### config.mk
export PLATFORM = sky130hd
export DESIGN_NAME = uart_rx_fifo
export DESIGN_NICKNAME = d
export VERILOG_FILES = /design/src/rtl/uart_rx_fifo.sv
export SDC_FILE = /design/constraint.sdc
export NUM_CORES = 1
export LEC_CHECK = 0
export BUFFER_PORTS_ARGS = -buffer_cell sky130_fd_sc_hd__buf_2
export CAP_MARGIN = 40
export CORE_ASPECT_RATIO = 0.6
export CORE_MARGIN = 2
export CORE_UTILIZATION = 55
export CTS_BUF_LIST = sky130_fd_sc_hd__clkbuf_8
export CTS_CLUSTER_DIAMETER = 150
export DETAILED_ROUTE_END_ITERATION = 6
export PLACE_DENSITY = 0.73
export SYNTH_ARGS = -nofsm -noshare
export SYNTH_HDL_FRONTEND = slang
export SYNTH_SLANG_ARGS = --single-unit
### constraint.sdc
create_clock -name clk -period 2.7 [get_ports clk]
set_input_delay 0.54 -clock clk [delete_from_list [all_inputs] [get_ports clk]]
set_output_delay 0.54 -clock clk [all_outputs]
set_load 0.005 [all_outputs]
### src/rtl/uart_rx_fifo.sv
// uart_rx_fifo
// Receive-side byte buffer between the UART receiver and the CPU-side
// consumer. Stores up to 2**DEPTH_LOG2 bytes and presents them
// first-word-fall-through with a valid/ready handshake. The buffer is
// always ready out of reset, so the receiver never stalls. Bytes that
// arrive while it is full are dropped and flagged.
//
// Optional feature: define UART_RX_FIFO_OVF_CNT_EN to build the saturating
// dropped-byte counter behind ovf_count. Without it, ovf_count is tied to 0.
//
// Ports
//   clk          system clock, rising edge
//   rst          synchronous active-high reset
//   in_data      byte from receiver
//   in_valid     receiver byte valid
//   in_ready     to receiver: 0 in reset, 1 otherwise (even when full)
//   out_data     oldest stored byte (meaningful while out_valid)
//   out_valid    buffer non-empty
//   out_ready    consumer takes out_data this cycle
//   flush        discard all stored bytes
//   level        number of stored bytes, 0..DEPTH
//   almost_full  level >= DEPTH - AFULL_MARGIN
//   overflow     sticky: a byte was dropped while full
//   ovf_clr      clears overflow and ovf_count
//   ovf_count    dropped-byte counter (0 when the counter is not built)
module uart_rx_fifo #(
  parameter int DEPTH_LOG2   = 4,
  parameter int AFULL_MARGIN = 2
) (
  input  logic                  clk,
  input  logic                  rst,
  input  logic [7:0]            in_data,
  input  logic                  in_valid,
  output logic                  in_ready,
  output logic [7:0]            out_data,
  output logic                  out_valid,
  input  logic                  out_ready,
  input  logic                  flush,
  output logic [DEPTH_LOG2:0]   level,
  output logic                  almost_full,
  output logic                  overflow,
  input  logic                  ovf_clr,
  output logic [7:0]            ovf_count
);

  localparam int                    DEPTH    = 1 << DEPTH_LOG2;
  localparam logic [DEPTH_LOG2:0]   DEPTH_L  = (DEPTH_LOG2 + 1)'(DEPTH);
  localparam logic [DEPTH_LOG2:0]   AFULL_TH = (DEPTH_LOG2 + 1)'(DEPTH - AFULL_MARGIN);
  localparam logic [DEPTH_LOG2:0]   LVL_ONE  = {{DEPTH_LOG2{1'b0}}, 1'b1};
  localparam logic [DEPTH_LOG2-1:0] PTR_ONE  = {{(DEPTH_LOG2 - 1){1'b0}}, 1'b1};

  logic [7:0]            mem_r [DEPTH];
  logic [DEPTH_LOG2-1:0] wr_ptr_r;
  logic [DEPTH_LOG2-1:0] rd_ptr_r;
  logic [DEPTH_LOG2:0]   level_r;
  logic                  in_ready_r;
  logic                  almost_full_r;
  logic                  overflow_r;

  logic                  push_s;
  logic                  pop_s;
  logic                  full_s;
  logic                  accept_s;
  logic                  drop_s;
  logic [DEPTH_LOG2:0]   level_nxt_s;

  assign out_valid   = (level_r != {(DEPTH_LOG2 + 1){1'b0}});
  assign out_data    = mem_r[rd_ptr_r];
  assign in_ready    = in_ready_r;
  assign level       = level_r;
  assign almost_full = almost_full_r;
  assign overflow    = overflow_r;

  // Handshake decode; flush overrides both push and pop, and a push into a
  // full buffer is only accepted when a pop frees the slot in the same cycle.
  always_comb begin
    push_s   = in_valid & in_ready_r;
    pop_s    = out_valid & out_ready;
    full_s   = (level_r == DEPTH_L);
    accept_s = push_s & (~full_s | pop_s) & ~flush;
    drop_s   = push_s & full_s & ~pop_s & ~flush;
    if (flush) begin
      level_nxt_s = {(DEPTH_LOG2 + 1){1'b0}};
    end else if (accept_s && !pop_s) begin
      level_nxt_s = level_r + LVL_ONE;
    end else if (pop_s && !accept_s) begin
      level_nxt_s = level_r - LVL_ONE;
    end else begin
      level_nxt_s = level_r;
    end
  end

  // Storage array; contents need no reset because out_data is ignored while empty.
  always_ff @(posedge clk) begin
    if (accept_s && !rst) begin
      mem_r[wr_ptr_r] <= in_data;
    end
  end

  // Pointers, level, almost_full, in_ready and the sticky overflow flag.
  always_ff @(posedge clk) begin
    if (rst) begin
      wr_ptr_r      <= {DEPTH_LOG2{1'b0}};
      rd_ptr_r      <= {DEPTH_LOG2{1'b0}};
      level_r       <= {(DEPTH_LOG2 + 1){1'b0}};
      almost_full_r <= 1'b0;
      in_ready_r    <= 1'b0;
      overflow_r    <= 1'b0;
    end else begin
      in_ready_r    <= 1'b1;
      level_r       <= level_nxt_s;
      almost_full_r <= (level_nxt_s >= AFULL_TH);
      if (flush) begin
        wr_ptr_r <= {DEPTH_LOG2{1'b0}};
        rd_ptr_r <= {DEPTH_LOG2{1'b0}};
      end else begin
        if (accept_s) begin
          wr_ptr_r <= wr_ptr_r + PTR_ONE;
        end
        if (pop_s) begin
          rd_ptr_r <= rd_ptr_r + PTR_ONE;
        end
      end
      // A drop in the same cycle as ovf_clr keeps the flag set.
      if (drop_s) begin
        overflow_r <= 1'b1;
      end else if (ovf_clr) begin
        overflow_r <= 1'b0;
      end
    end
  end

`ifdef UART_RX_FIFO_OVF_CNT_EN
  logic [7:0] ovf_count_r;

  assign ovf_count = ovf_count_r;

  // Saturating dropped-byte counter; a drop together with ovf_clr restarts at 1.
  always_ff @(posedge clk) begin
    if (rst) begin
      ovf_count_r <= 8'd0;
    end else if (drop_s) begin
      if (ovf_clr) begin
        ovf_count_r <= 8'd1;
      end else if (ovf_count_r != 8'hFF) begin
        ovf_count_r <= ovf_count_r + 8'd1;
      end
    end else if (ovf_clr) begin
      ovf_count_r <= 8'd0;
    end
  end
`else
  assign ovf_count = 8'd0;
`endif

endmodule
======== Word level (Yosys, flattened, before mapping) ========
Memories as Yosys holds them, arrays and structs flattened. A register that Yosys moved wholly into a read port is not among the register bits.
Index checks and enable logic that the tools add are counted.
word-level totals
  memories ................................ 1
  RAM bits ................................ 128
  latch bits .............................. 0
  output and inout bits ................... 25
  bits in registers ....................... 16
  bits in read-only memories .............. 0
  input port bits ......................... 14
  word-level logic and storage cells ...... 43
operators by class
  reduce and logical (&&, ||, !) cells .... 9
  multiply operators ...................... 0
  $add $sub $neg .......................... 4
  shift operators ......................... 0
  magnitude comparators ................... 1
  bitwise operators ....................... 11
  div/mod/pow operators ................... 0
  multiplexer cells ....................... 10
  equality and inequality tests ........... 1
memories
  name   depth  width  read ports  clocked after Yosys merged registers in  write ports  line  text
  mem_r  16     8      1           1                                        1            52    logic [7:0] mem_r [DEPTH];
operators by type and width
  operator                                                               count
  5-bit 2-to-1 mux                                                       3
  4-bit by 1-bit adder with 4-bit output, second input constant          2
  4-bit 2-to-1 mux                                                       2
  1-bit AND                                                              7
  5-bit by 1-bit adder with 5-bit output, second input constant          1
  5-bit equality test, second input constant                             1
  5-bit by 4-bit >= comparator with 1-bit output, second input constant  1
  1-bit 2-to-1 mux                                                       5
  5-bit nonzero test                                                     1
  5-bit by 1-bit subtractor with 5-bit output, second input constant     1
  1-bit logical AND                                                      3
  1-bit logical NOT                                                      3
  1-bit inverter                                                         3
  2-bit nonzero test                                                     1
  2-bit OR reduction                                                     1
  1-bit OR                                                               1

======== Depth between registers and ports, before layout ========
  depth in word-level cells ............... 11
  depth in mapped cells ................... 8
  depth with buffers taken out ............ 7

======== Least setup slack after synthesis ========
No wires, ideal clock.
  path type ............................... flip-flop to output port
  start point ............................. register (tool-made name)
  end point ............................... output out_data[0]
  cell stages (with the launch flop) ...... 5
  arrival time ............................ 1.805 ns
  buffers on the path ..................... 2
  data required time ...................... 2.160 ns
  path slack .............................. 0.355 ns
  cells stage by stage .................... dfxtp_1 -> clkbuf_1 -> buf_2 -> mux4_2 -> mux4_2
RTL lines
  element        line  text
  end, declared  35    output logic [7:0] out_data,

==> Flow_metrics.wiki <==
{| class="wikitable"
! Metric !! Value
|-
| Clock buffers created by TritonCTS || 17
|-
| Top achievable clock speed || 0.359 GHz
|-
| Total count of max-transition violations in the final report || 0
|-
| Most frequent cells after synthesis || edfxtp_1, mux4_2, nor2_1
|-
| Rel. slew slack || 51.4%
|-
| Hold buffer count at cts || 0
|-
| Overflow after GRT || 0
|-
| Count of flip-flops with a built-in enable after synthesis || 128
|-
| Setup repair after global routing missed its margin || true
|-
| Routability-driven placement congestion ratio || 0.876
|-
| Placed wire-length estimate || 7.76 mm
|-
| Number of input and output port buffers inserted || 30
|-
| Dominant cell type by area after synthesis || edfxtp_1
|-
| Static leakage power || 2.28 nW
|-
| Sink count of the clock tree || 148
|-
| Clock-pin slew on the worst setup and hold paths || 0.08 ns
|-
| Sequential element share of the synthesized area || 72.1%
|-
| Detailed-route wire length per cell || 22.1 µm
|-
| Max Buffers Root-to-Sink || 2
|-
| Final critical delay including setup and external delays || 2.78 ns
|-
| Worst endpoint required time || 2.16 ns
|-
| Mapped cell area || 5890 µm²
|-
| Slew @ Worst Pin || 0.720 ns
|-
| Met3 wire len || 952 µm
|-
| Clock Latency Late Sink || 0.44 ns
|-
| Cells after Synth || 313
|-
| Standard cell core area || 10500 µm²
|-
| Count of final setup violators || 8
|-
| Power density over the cells || 649 nW/µm²
|-
| Final Skew || 0.0134 ns
|-
| Share of the synthesized area in the top cell type || 65.3%
|-
| Max H-tree Level || 4
|-
| Final worst path period share || 103%
|-
| All-layer global routing usage || 22.1%
|-
| Syn. warnings || 0
|-
| Post-Route WL || 11.6 mm
|-
| Via count of the first global-routing pass || 2902
|-
| Critical path startpoint category || register
|-
| Initial core utilization || 56.2%
|-
| Path class of the lowest-slack min-delay path || in -> reg
|-
| FF-to-FF End || almost_full
|-
| Prevailing post-synth register cell || edfxtp_1
|-
| Most frequent cell after synthesis || edfxtp_1
|-
| Share of synthesized flip-flops with an asynchronous set or reset || 0%
|-
| Final sum of negative setup slack || -0.453 ns
|-
| IR drop worst, VDD || 372 µV
|-
| Horiz. Die Dim || 138 µm
|-
| Max layer used || met4
|-
| Final net count || 396
|-
| Share of final-layout standard cells stronger than drive strength 1 || 35.3%
|-
| Number of DRC violations after detailed routing || 0
|-
| Violated checks || setup timing
|-
| Run status || finished, violations left
|-
| Synth-to-layout area growth || 15.6%
|-
| Number of I/O pins || 39
|-
| Library cell used as clock root buffer || clkbuf_8
|-
| Flop and latch count out of synthesis || 148
|-
| Critical-path maximum fanout || 5
|-
| CTS tree || built
|-
| Global-route wire length before repair || 17.5 mm
|-
| DRC marker count from the first detailed-route iteration || 372
|-
| Height of the die || 84.2 µm
|-
| Arrival time at the worst endpoint || 2.24 ns
|-
| Mean Syn Cell Area || 18.8 µm²
|-
| Capturing element type of the critical path || output pin
|-
| Total via count in the routed design || 3027
|-
| Cells taking the most area after synthesis || edfxtp_1, mux4_2, dfxtp_1
|-
| Flop-to-flop setup slack || 0.17 ns
|-
| Largest net degree at the start of global routing || 33
|-
| Max-cap check violation count || 0
|-
| Antenna Cells || 0
|-
| Cell depth of the worst flop-to-flop path || 7
|-
| Number of detailed-routing iterations run before antenna repair || 5
|-
| Capturing instance or port of the critical path || out_data[5]
|-
| Post-route non-filler standard cell count || 527
|-
| Met1 wire length || 5.61 mm
|-
| Library cells used by synthesis || 38
|-
| Number of antenna violations at the first check in global routing || 0
|-
| Final Hold Viols || 0
|-
| Std cell rows || 29
|-
| Critical path class || reg -> out
|-
| Vias per std cell || 5.74
|-
| Reg-to-reg critical path startpoint || level[0]
|-
| Inst Count DP || 492
|-
| Remaining number of nets flagged by the antenna check after routing || 0
|-
| Crit path setup slack, layout || -0.0847 ns
|-
| Die ar. || 11600 µm²
|-
| Routed wl met2 || 4.94 mm
|}
-- area by class of cell --
type | count | area, µm²
fill | 710 | 3680
multi-input combinational | 143 | 1510
clock inverter | 12 | 143
tap | 139 | 174
clock buffer | 20 | 275
inverter | 9 | 33.8
timing repair buffer | 56 | 420
sequential | 148 | 4250
-- placed cells by master (no fill, tap or decap), types with 2 or more instances in the layout --
cell type  Yosys  final
nand4_1        3      3
a21oi_1        5      5
buf_2          3     28
buf_6          2      4
inv_1          9      9
buf_12         0      3
bufinv_16      0      2
inv_4          0      3
nor2_1        34     34
xnor2_1        3      3
buf_4          8     20
mux4_2        40     40
clkbuf_8       0     20
dfxtp_1       20     19
xor2_1         6      6
nand2_1       13     13
ha_1           7      7
edfxtp_1     128    128
nor4_1         2      2
nand3_1        2      2
clkinv_4       0      5
conb_1         1      8
a31oi_1        2      2
-- routing by layer --
layer / up-vias / GRT usage [%]
met1: 1522 / 37.2
li1: 1348 / -
met4: 0 / 6.75
met2: 138 / 28.2
met5: - / 0
met3: 19 / 5.68
-- timing repair --
item	4_1_cts	5_1_grt
setup buffers	3	0
resized for setup	6	4
endpoints found under the hold margin	0	0
gates cloned	2	1
setup endpoints to repair	8	8
-- worst min-delay path by stage --
stage	startpoint	endpoint	cells past startpoint	slack (ns)
floorplan	rd_ptr_r[1]	register	2	0.46
global placement	overflow	overflow	2	0.47
detailed placement	overflow	overflow	2	0.48
CTS	rst	overflow	2	0.35
global route	rst	overflow	2	0.34
finish	rst	overflow	2	0.37
-- critical path: stages (launching register included) --
cell and delay, ns:
dfxtp_4 0.43, buf_12 0.15, mux4_2 0.53, mux4_2 0.53
buf_2 0.16
-- report_power, final --
group          total, mW  internal [mW]  switching (mW)
Sequential          2.49           2.48         0.00874
Clock               1.75          0.912           0.835
Combinational      0.174         0.0768          0.0972
-- cell families (layout without fill, tap and decap cells) --
group	count (synthesis)	after routing	synth area share (%)
AO/OA/AOI/OAI	13	13	1.47
XOR/XNOR	9	9	1.34
adder cells (fa/ha/maj)	7	7	1.49
buffers and inverters	29	97	2.68
flip-flops	148	148	72.1
multiplexers	41	41	15.5
other	1	8	0.0637
AND/OR/NAND/NOR	65	65	5.42
-- through the flow --
stage	area [µm²]	hold slack [ns]	setup slack, ns	total power [mW]	util (%)
floorplan	5920	0.462	0.355	2.65	-
global placement	6310	0.470	0.250	2.70	60.2
detailed placement	6310	0.480	0.239	2.71	60.2
CTS	6840	0.346	-0.110	4.45	65.2
global route	6810	0.344	-0.151	4.55	64.9
finish	6810	0.366	-0.0847	4.41	64.9
-- sequential cells by signal (all words and copies together) (netlist names), named ones only --
| signal | count |
|---|---|
| overflow | 1 |
| wr_ptr_r | 4 |
| rd_ptr_r | 4 |
| in_ready | 1 |
| mem_r | 128 |
| level | 5 |
| almost_full | 1 |
Note: power is estimated with default switching activity, not from simulation.
